==> src/rtl/hazard_pkg.sv <==
// Shared types and constants for the pipeline hazard controller.
package hazard_pkg;
  localparam logic [0:0] ST_RUN     = 1'b0;
  localparam logic [0:0] ST_BR_WAIT = 1'b1;

  typedef enum logic [0:0] {
    RUN     = ST_RUN,
    BR_WAIT = ST_BR_WAIT
  } hz_state_e;

  localparam logic [4:0] REG_ZERO = 5'd0;
endpackage

==> src/rtl/sat_counter.sv <==
// Saturating event counter with a synchronous clear; clear beats increment.
// Count updates one edge after inc/clr; never backpressures.
module sat_counter #(
  parameter int W = 16
) (
  input  logic         clk,
  input  logic         rst_n,
  input  logic         inc,
  input  logic         clr,
  output logic [W-1:0] count
);

  always_ff @(posedge clk or negedge rst_n) begin
    if (!rst_n) begin
      count <= '0;
    end else if (clr) begin
      count <= '0;
    end else if (inc && (count != '1)) begin
      count <= count + 1'b1;
    end
  end

endmodule

==> src/rtl/hazard_ctrl.sv <==
// Hazard controller for the 5-stage core: load-use/branch stalls, redirect flushes, dmem freezes.
// Controls are combinational from state and inputs; dmem_busy freezes everything, stats lag one edge.
module hazard_ctrl
  import hazard_pkg::*;
#(
  parameter int REG_W    = 5,
  parameter int CNT_W    = 16,
  parameter int MAX_WAIT = 8
) (
  input  logic             clk,
  input  logic             rst_n,
  input  logic [REG_W-1:0] id_rs,
  input  logic [REG_W-1:0] id_rt,
  input  logic             id_uses_rt,
  input  logic             id_branch,
  input  logic             id_branch_taken,
  input  logic             id_jump,
  input  logic             ex_reg_write,
  input  logic             ex_mem_read,
  input  logic [REG_W-1:0] ex_rd,
  input  logic             dmem_busy,
  input  logic             clr_stats,
  output logic             pc_write,
  output logic             if_id_write,
  output logic             if_id_flush,
  output logic             id_ex_flush,
  output logic             mem_hold,
  output logic [CNT_W-1:0] stall_count,
  output logic [CNT_W-1:0] flush_count,
  output logic             wait_timeout
);

  localparam int WC_W = $clog2(MAX_WAIT + 1);

  hz_state_e       state, state_nxt;
  logic [WC_W-1:0] wait_cnt;
  logic            hz, load_use, br_alu, stall, redirect;

  assign hz = ex_reg_write && (ex_rd != REG_W'(REG_ZERO)) &&
              ((ex_rd == id_rs) || (id_uses_rt && (ex_rd == id_rt)));
  assign load_use = hz && ex_mem_read;
  assign br_alu   = hz && id_branch && !ex_mem_read;
  assign stall    = (state == BR_WAIT) || load_use || br_alu;
  // A stall swallows the branch decision; the branch re-resolves once operands are ready.
  assign redirect = id_jump || (id_branch && id_branch_taken);

  always_comb begin
    pc_write    = 1'b0;
    if_id_write = 1'b0;
    if_id_flush = 1'b0;
    id_ex_flush = 1'b0;
    mem_hold    = 1'b0;
    state_nxt   = state;
    if (!rst_n) begin
      state_nxt = RUN;
    end else if (dmem_busy) begin
      mem_hold = 1'b1;
    end else if (stall) begin
      id_ex_flush = 1'b1;
      if (state == BR_WAIT) state_nxt = RUN;
      else                  state_nxt = (load_use && id_branch) ? BR_WAIT : RUN;
    end else if (redirect) begin
      pc_write    = 1'b1;
      if_id_write = 1'b1;
      if_id_flush = 1'b1;
      state_nxt   = RUN;
    end else begin
      pc_write    = 1'b1;
      if_id_write = 1'b1;
      state_nxt   = RUN;
    end
  end

  always_ff @(posedge clk or negedge rst_n) begin
    if (!rst_n) state <= RUN;
    else        state <= state_nxt;
  end

  // wait_cnt parks at MAX_WAIT; the timeout latches on the edge that reaches it.
  always_ff @(posedge clk or negedge rst_n) begin
    if (!rst_n) begin
      wait_cnt     <= '0;
      wait_timeout <= 1'b0;
    end else if (clr_stats) begin
      wait_cnt     <= '0;
      wait_timeout <= 1'b0;
    end else if (dmem_busy) begin
      if (wait_cnt != WC_W'(MAX_WAIT)) wait_cnt <= wait_cnt + 1'b1;
      if (wait_cnt == WC_W'(MAX_WAIT - 1)) wait_timeout <= 1'b1;
    end else begin
      wait_cnt <= '0;
    end
  end

  sat_counter #(.W(CNT_W)) u_stall_cnt (
    .clk   (clk),
    .rst_n (rst_n),
    .inc   (id_ex_flush),
    .clr   (clr_stats),
    .count (stall_count)
  );

  sat_counter #(.W(CNT_W)) u_flush_cnt (
    .clk   (clk),
    .rst_n (rst_n),
    .inc   (if_id_flush),
    .clr   (clr_stats),
    .count (flush_count)
  );

endmodule

==> config.mk <==
export PLATFORM = sky130hd
export DESIGN_NAME = hazard_ctrl
export DESIGN_NICKNAME = d
export VERILOG_FILES = /design/src/rtl/hazard_pkg.sv /design/src/rtl/sat_counter.sv /design/src/rtl/hazard_ctrl.sv
export SDC_FILE = /design/constraint.sdc
export NUM_CORES = 1
export LEC_CHECK = 0
export ABC_CLOCK_PERIOD_IN_PS = 2540
export CELL_PAD_IN_SITES_DETAIL_PLACEMENT = 0
export CELL_PAD_IN_SITES_GLOBAL_PLACEMENT = 1
export CORE_ASPECT_RATIO = 0.7
export CORE_MARGIN = 3
export CORE_UTILIZATION = 37
export CTS_BUF_LIST = sky130_fd_sc_hd__clkbuf_8
export CTS_CLUSTER_DIAMETER = 40
export DETAILED_ROUTE_END_ITERATION = 10
export PLACE_DENSITY = 0.93
export SYNTH_ARGS = -nofsm -noshare
export SYNTH_HDL_FRONTEND = slang
export SYNTH_SLANG_ARGS = --single-unit
==> constraint.sdc <==
create_clock -name clk -period 2.54 [get_ports clk]
set_input_delay 0.381 -clock clk [delete_from_list [all_inputs] [get_ports clk]]
set_output_delay 0.381 -clock clk [all_outputs]
set_load 0.005 [all_outputs]
# ---- Word level (Yosys, flattened, before mapping)
# Cells that the tools add are included.
dict set report classes {
  n_mux 27
  n_eq_ne 8
  n_addsub 3
  n_reduce_logical 21
}
# op n
set op_table {}
lappend op_table {{two-way mux 16 bit} 4}
lappend op_table {{adder 16 x 1 -> 16 bit, second input constant} 2}
lappend op_table {{inequality test 16 bit, second input constant} 2}
lappend op_table {{two-way mux 1 bit} 20}
lappend op_table {{two-way mux 4 bit} 3}
lappend op_table {{== test 5 bit} 2}
lappend op_table {{logical AND 1 bit} 10}
lappend op_table {{nonzero test 2 bit} 4}
lappend op_table {{nonzero test 5 bit} 1}
lappend op_table {{adder 4 x 1 -> 4 bit, second input constant} 1}
lappend op_table {{== test 4 x 3 -> 1 bit, second input constant} 1}
lappend op_table {{logical OR 1 bit} 4}
lappend op_table {{inequality test 4 bit, second input constant} 1}
lappend op_table {{inequality test 3 x 1 -> 1 bit, second input constant} 1}
lappend op_table {{inequality test 2 bit, second input constant} 1}
lappend op_table {{AND reduction 2 bit} 1}
lappend op_table {{logical NOT 1 bit} 1}
dict set report totals {
  out_inout_bits 38
  in_bits 25
  ff_bits 38
  wordCells 64
}

# ---- Logic depth before layout (Yosys ltp)
# Gate-level depths: netlist (run 1).
dict set report logic_depth {
  depth_word 13
  mapped_depth 10
  depth_no_buf 7
}

# ---- By module
# From an unflattened synthesis (run 1), not the netlist that was laid out.
dict set report unflattened {
  hier_cells 252
  area_unflattened_um2 2383.5
}
# module seq_area_each_um2 cells_each area_per_inst_um2 instances
set by_module_without_submodules {}
lappend by_module_without_submodules {sat_counter 400.4 98 942.2 2}
lappend by_module_without_submodules {hazard_ctrl 150.1 56 499.2 1}

# ---- Worst setup path before layout (run 1)
# OpenSTA, ideal clock, no wires.
dict set report synth_path {
  kind {input-to-output}
  start {in ex_rd[1]}
  end {out pc_write}
  t_arrival_ps 1945
  path_slack_ps 214
  path_stages 8
  n_path_buf 3
  path_cell_list {or4_1 > o21ai_2 > nor2_1 > a21oi_4 > buf_6 > buf_4 > and2_1 > buf_4}
}
dict set report synth_via {
  elab_chain_cells 10
  elab_cells_between_ends 15
  cone_classes {eq/ne (2); mux (3); reduce/logical (10)}
}
# element line_no
set synth_rtl {}
lappend synth_rtl {{from (decl)} hazard_ctrl.sv:20} ;# input logic [REG_W-1:0] ex_rd,
lappend synth_rtl {{== test 5 bit} hazard_ctrl.sv:40} ;# ((ex_rd == id_rs) || (id_uses_rt && (ex_rd == id_rt)));
lappend synth_rtl {{logical AND 1 bit} hazard_ctrl.sv:40}
lappend synth_rtl {{logical OR 1 bit} hazard_ctrl.sv:40}
lappend synth_rtl {{logical AND 1 bit (*)} hazard_ctrl.sv:39} ;# assign hz = ex_reg_write && (ex_rd != REG_W'(REG_ZERO)) &&
lappend synth_rtl {{logical AND 1 bit (on tied branches)} {hazard_ctrl.sv:41, hazard_ctrl.sv:42}}
lappend synth_rtl {{logical OR 1 bit or logical AND 1 bit (tied branches)} {hazard_ctrl.sv:43, hazard_ctrl.sv:42}}
lappend synth_rtl {{logical OR 1 bit (*)} hazard_ctrl.sv:43} ;# assign stall = (state == BR_WAIT) || load_use || br_alu;
lappend synth_rtl {{two-way mux 1 bit (*) (3 in a row)} -}
lappend synth_rtl {{to (decl)} hazard_ctrl.sv:23} ;# output logic pc_write,
# Mark *: on every way between the ends. The rest lies on a longest branch, timed or not.

# ---- Worst setup path after layout (run 1)
dict set report layout_path {
  start {in ex_rd[4]}
  end {out if_id_flush}
}
dict set report layout_via {
  elab_chain_cells 10
  elab_cells_between_ends 15
  cone_classes {eq/ne (2); mux (3); reduce/logical (10)}
}
# element line_no
set layout_rtl {}
lappend layout_rtl {{== test 5 bit} hazard_ctrl.sv:40}
lappend layout_rtl {{logical AND 1 bit} hazard_ctrl.sv:40}
lappend layout_rtl {{logical OR 1 bit} hazard_ctrl.sv:40}
lappend layout_rtl {{logical AND 1 bit (*)} hazard_ctrl.sv:39}
lappend layout_rtl {{logical AND 1 bit (on tied branches)} {hazard_ctrl.sv:41, hazard_ctrl.sv:42}}
lappend layout_rtl {{logical OR 1 bit or logical AND 1 bit (tied branches)} {hazard_ctrl.sv:43, hazard_ctrl.sv:42}}
lappend layout_rtl {{logical OR 1 bit (*)} hazard_ctrl.sv:43}
lappend layout_rtl {{two-way mux 1 bit (*)} hazard_ctrl.sv:58} ;# end else if (stall) begin
lappend layout_rtl {{two-way mux 1 bit (*)} hazard_ctrl.sv:56} ;# end else if (dmem_busy) begin
lappend layout_rtl {{two-way mux 1 bit (*)} hazard_ctrl.sv:54} ;# if (!rst_n) begin
lappend layout_rtl {{to (decl)} hazard_ctrl.sv:25} ;# output logic if_id_flush,
# Marks and branches as above.

==> results of run 1 <==
-- critical path, delay by kind of cell --
kind | cells | cell delay [ns]
simple gates | 3 | 0.78
buf+inv | 3 | 0.59
compound gates | 2 | 0.34
-- final cells by class --
type / instances / area [um^2] / share of cell area (%)
tap: 75 / 93.8 / 2.77
sequential: 38 / 951 / 28.0
timing repair buffer: 86 / 791 / 23.3
multi-input combinational: 207 / 1390 / 41.0
clock buffer: 6 / 82.6 / 2.43
inverter: 6 / 22.5 / 0.664
clock inverter: 2 / 60.1 / 1.77
-- state kept, by name (all words and copies together), names as in the netlist --
name               flops
u_stall_cnt.count     16
state                  1
wait_timeout           1
wait_cnt               4
u_flush_cnt.count     16
-- logic make-up (layout without fill, tap and decap cells) --
family                   after synthesis  after routing  share of synthesized area (%)
AND/OR/NAND/NOR                      121            121                           28.0
AO/OA/AOI/OAI                         60             60                           16.4
flip-flops                            38             38                           40.2
buffers and inverters                 19            100                           4.33
XOR/XNOR                              13             13                           4.81
multiplexers                           9              9                           4.18
adder cells (fa/ha/maj)                4              4                           2.11
-- cell usage in the layout, fill, tap and decap left out, drive strengths merged, types with 2 or more instances in the layout --
cell type	instances
a21oi	25
or3	12
xnor2	13
and3	4
o31ai	10
buf	25
ha	4
dfrtp	38
o21ai	18
dlygate4sd2	9
nor2	21
nand2	21
inv	6
clkbuf	6
clkdlybuf4s50	51
and4	3
mux2	7
mux2i	2
or4	12
and2	6
nand3	14
nand4	5
nor4	3
nor2b	7
or2	2
bufinv	2
nor3	6
nand2b	3
-- final timing paths --
kind	startpoint	end	slack, ns	cells after the start
worst max-delay path	ex_rd[4]	if_id_flush	0.07	8
worst min-delay path	rst_n	u_flush_cnt.count[8]	0.21	2
worst max register to register	u_stall_cnt.count[1]	u_stall_cnt.count[9]	0.20	7
worst min register to register	wait_timeout	wait_timeout	0.52	2
max in group asynchronous	rst_n	u_stall_cnt.count[13]	1.96	2
min in group clk	wait_timeout	wait_timeout	0.52	2
-- report_power, final --
group	leakage [nW]	total, mW	internal, mW	switching (mW)
clock network	0.0714	0.644	0.419	0.225
logic	0.747	0.178	0.0896	0.0887
registers	0.529	0.612	0.608	0.00407
-- per-stage QoR --
stage                     cells  worst slack [ns]  area [um^2]  power, mW  hold slack (ns)
after CTS                   421            0.0575         3370       1.44            0.237
after detailed placement    407            -0.347         3140      0.789            0.505
after floorplan             264             0.214         2370      0.695           0.0854
final                       420            0.0692         3390       1.43            0.214
after global placement      407            -0.303         3140      0.785            0.508
after global routing        420          -0.00206         3390       1.49            0.276
-- timing repair --
item	4_1_cts	5_1_grt
endpoints found under the setup margin	4	11
resized for setup	20	4
setup buffers	6	0
pin swaps	7	3
-- routing by layer --
metal	track usage [%]	vias up
met5	0	-
met4	5.01	0
met1	23.5	1123
li1	-	1120
met2	29.9	63
met3	3.53	6
==> impl_metrics.toml, run 1 <==
[route]
vias_per_cell = 5.50
vias = 2312
wirelength_um = 6460
route.met3.wl_um = 344
dr.pass1.iters = 4
top_layer_used = "met4"
antenna_left = 0
met2_length_um = 3030
wl_per_cell_um = 15.4
drt_iter0_markers = 101
met1Wirelength_um = 3010
post-route-drc-count = 0

[clocking]
numClockSinks = 38
ctsHoldBuffers = 0
clk_path_buf_depth = 2
root_buffer = "clkbuf_8"
cts_tree = "built"
htree_levels = 2
clk_pin_slew_ns = 0.08
clk_latency_ns = 0.30
cts_made_buffers = 5

[min_path]
hp-class = "in2async"

[grt]
antenna_found_initial = 0
grt_pass1_wl_um = 10500
grtUsageTotal_pct = 17.8
grt_pass1_vias = 2260
grt_max_degree = 42
grt-ovfl-total = 0

[placed_design]
gp_congestion = 0.759
dp_hpwl_um = 4560
portBuffers = 62

[worst_setup_path]
cpMaxStageDelayCell = "or4_4"
crit_type = "in2out"
worstPathArrival_ns = 2.09
crit_top_cell = "dlygate4sd2_1"
critPathMaxFanout = 3
crit_path_max_incr_delay_ns = 0.55
crit_chain = "dlygate4sd2_1, or4_4, o21ai_4, nor2_4, a21oi_4, buf_6, and3_4, dlygate4sd2_1"
crit_required_ns = 2.16
start_kind = "primary input"
end_kind = "output port"

[synthesis]
yosysTopAreaCell = "dfrtp_1"
synthesis.nets = 293
netlist_area_um2 = 2370
synth_area_leaders = "dfrtp_1 40%, a21oi_1 5.1%, xnor2_1 4.8%, or4_1 3.8%, mux2_2 3.3%"
netlist.area_leader.share_pct = 40.2
ys_seq_area_share_pct = 40.2
synth_cells = 264
ys_warn_count = 0
synth.distinct_cells = 44
synth_ff_type = "dfrtp_1"
synth_edf_count = 0
synthTopCellsByCount = "38 x dfrtp_1, 24 x a21oi_1, 21 x nand2_1, 21 x nor2_1, 15 x o21ai_0"
synth-async-reset-ratio_pct = 100
ys_ff_latch = 38
synth.avg_cell_area_um2 = 8.97
synth_most_common_cell = "dfrtp_1"

[floorplan]
die_h_um = 72.9
start_util_pct = 39.7
coreArea_um2 = 5960
die_x_um = 102
rows = 23
io_pins = 63
die_area_um2 = 7410

[status]
status = "complete, no violations"

[timing]
slew_violations = 0
tightest_slew_ns = 0.527
setup_tns_ns = 0
relSlewSlack_pct = 64.9
fin_skew_ns = 0.00800
finalSetupViolCount = 0
fin_crit_ns = 2.47
post-route-period-util_pct = 97.3
hold_viol_final = 0
max_freq_mhz = 405

[power]
p_per_area_nw_per_um2 = 423
ir_drop_mv = 0.222
p_leak_nw = 1.35

[flow_run]
maxCapViolations = 0

[finish]
diodes = 0
nets = 373
area_delta_synth_final_pct = 43.3
final_util_pct = 57.0
drive_gt1_share_pct = 16.5
fillCellCount = 514
(Power assumes the default switching activity.)
==> run 2, diff against run 1 <==
--- a/config.mk
+++ b/config.mk
@@ -6,6 +6,7 @@
 export NUM_CORES = 1
 export LEC_CHECK = 0
 export ABC_CLOCK_PERIOD_IN_PS = 2540
+export CAP_MARGIN = 30
 export CELL_PAD_IN_SITES_DETAIL_PLACEMENT = 0
 export CELL_PAD_IN_SITES_GLOBAL_PLACEMENT = 1
 export CORE_ASPECT_RATIO = 0.7
==> results of run 2 <==
No change in the layout: final DEF, timing and power equal those of run 1.
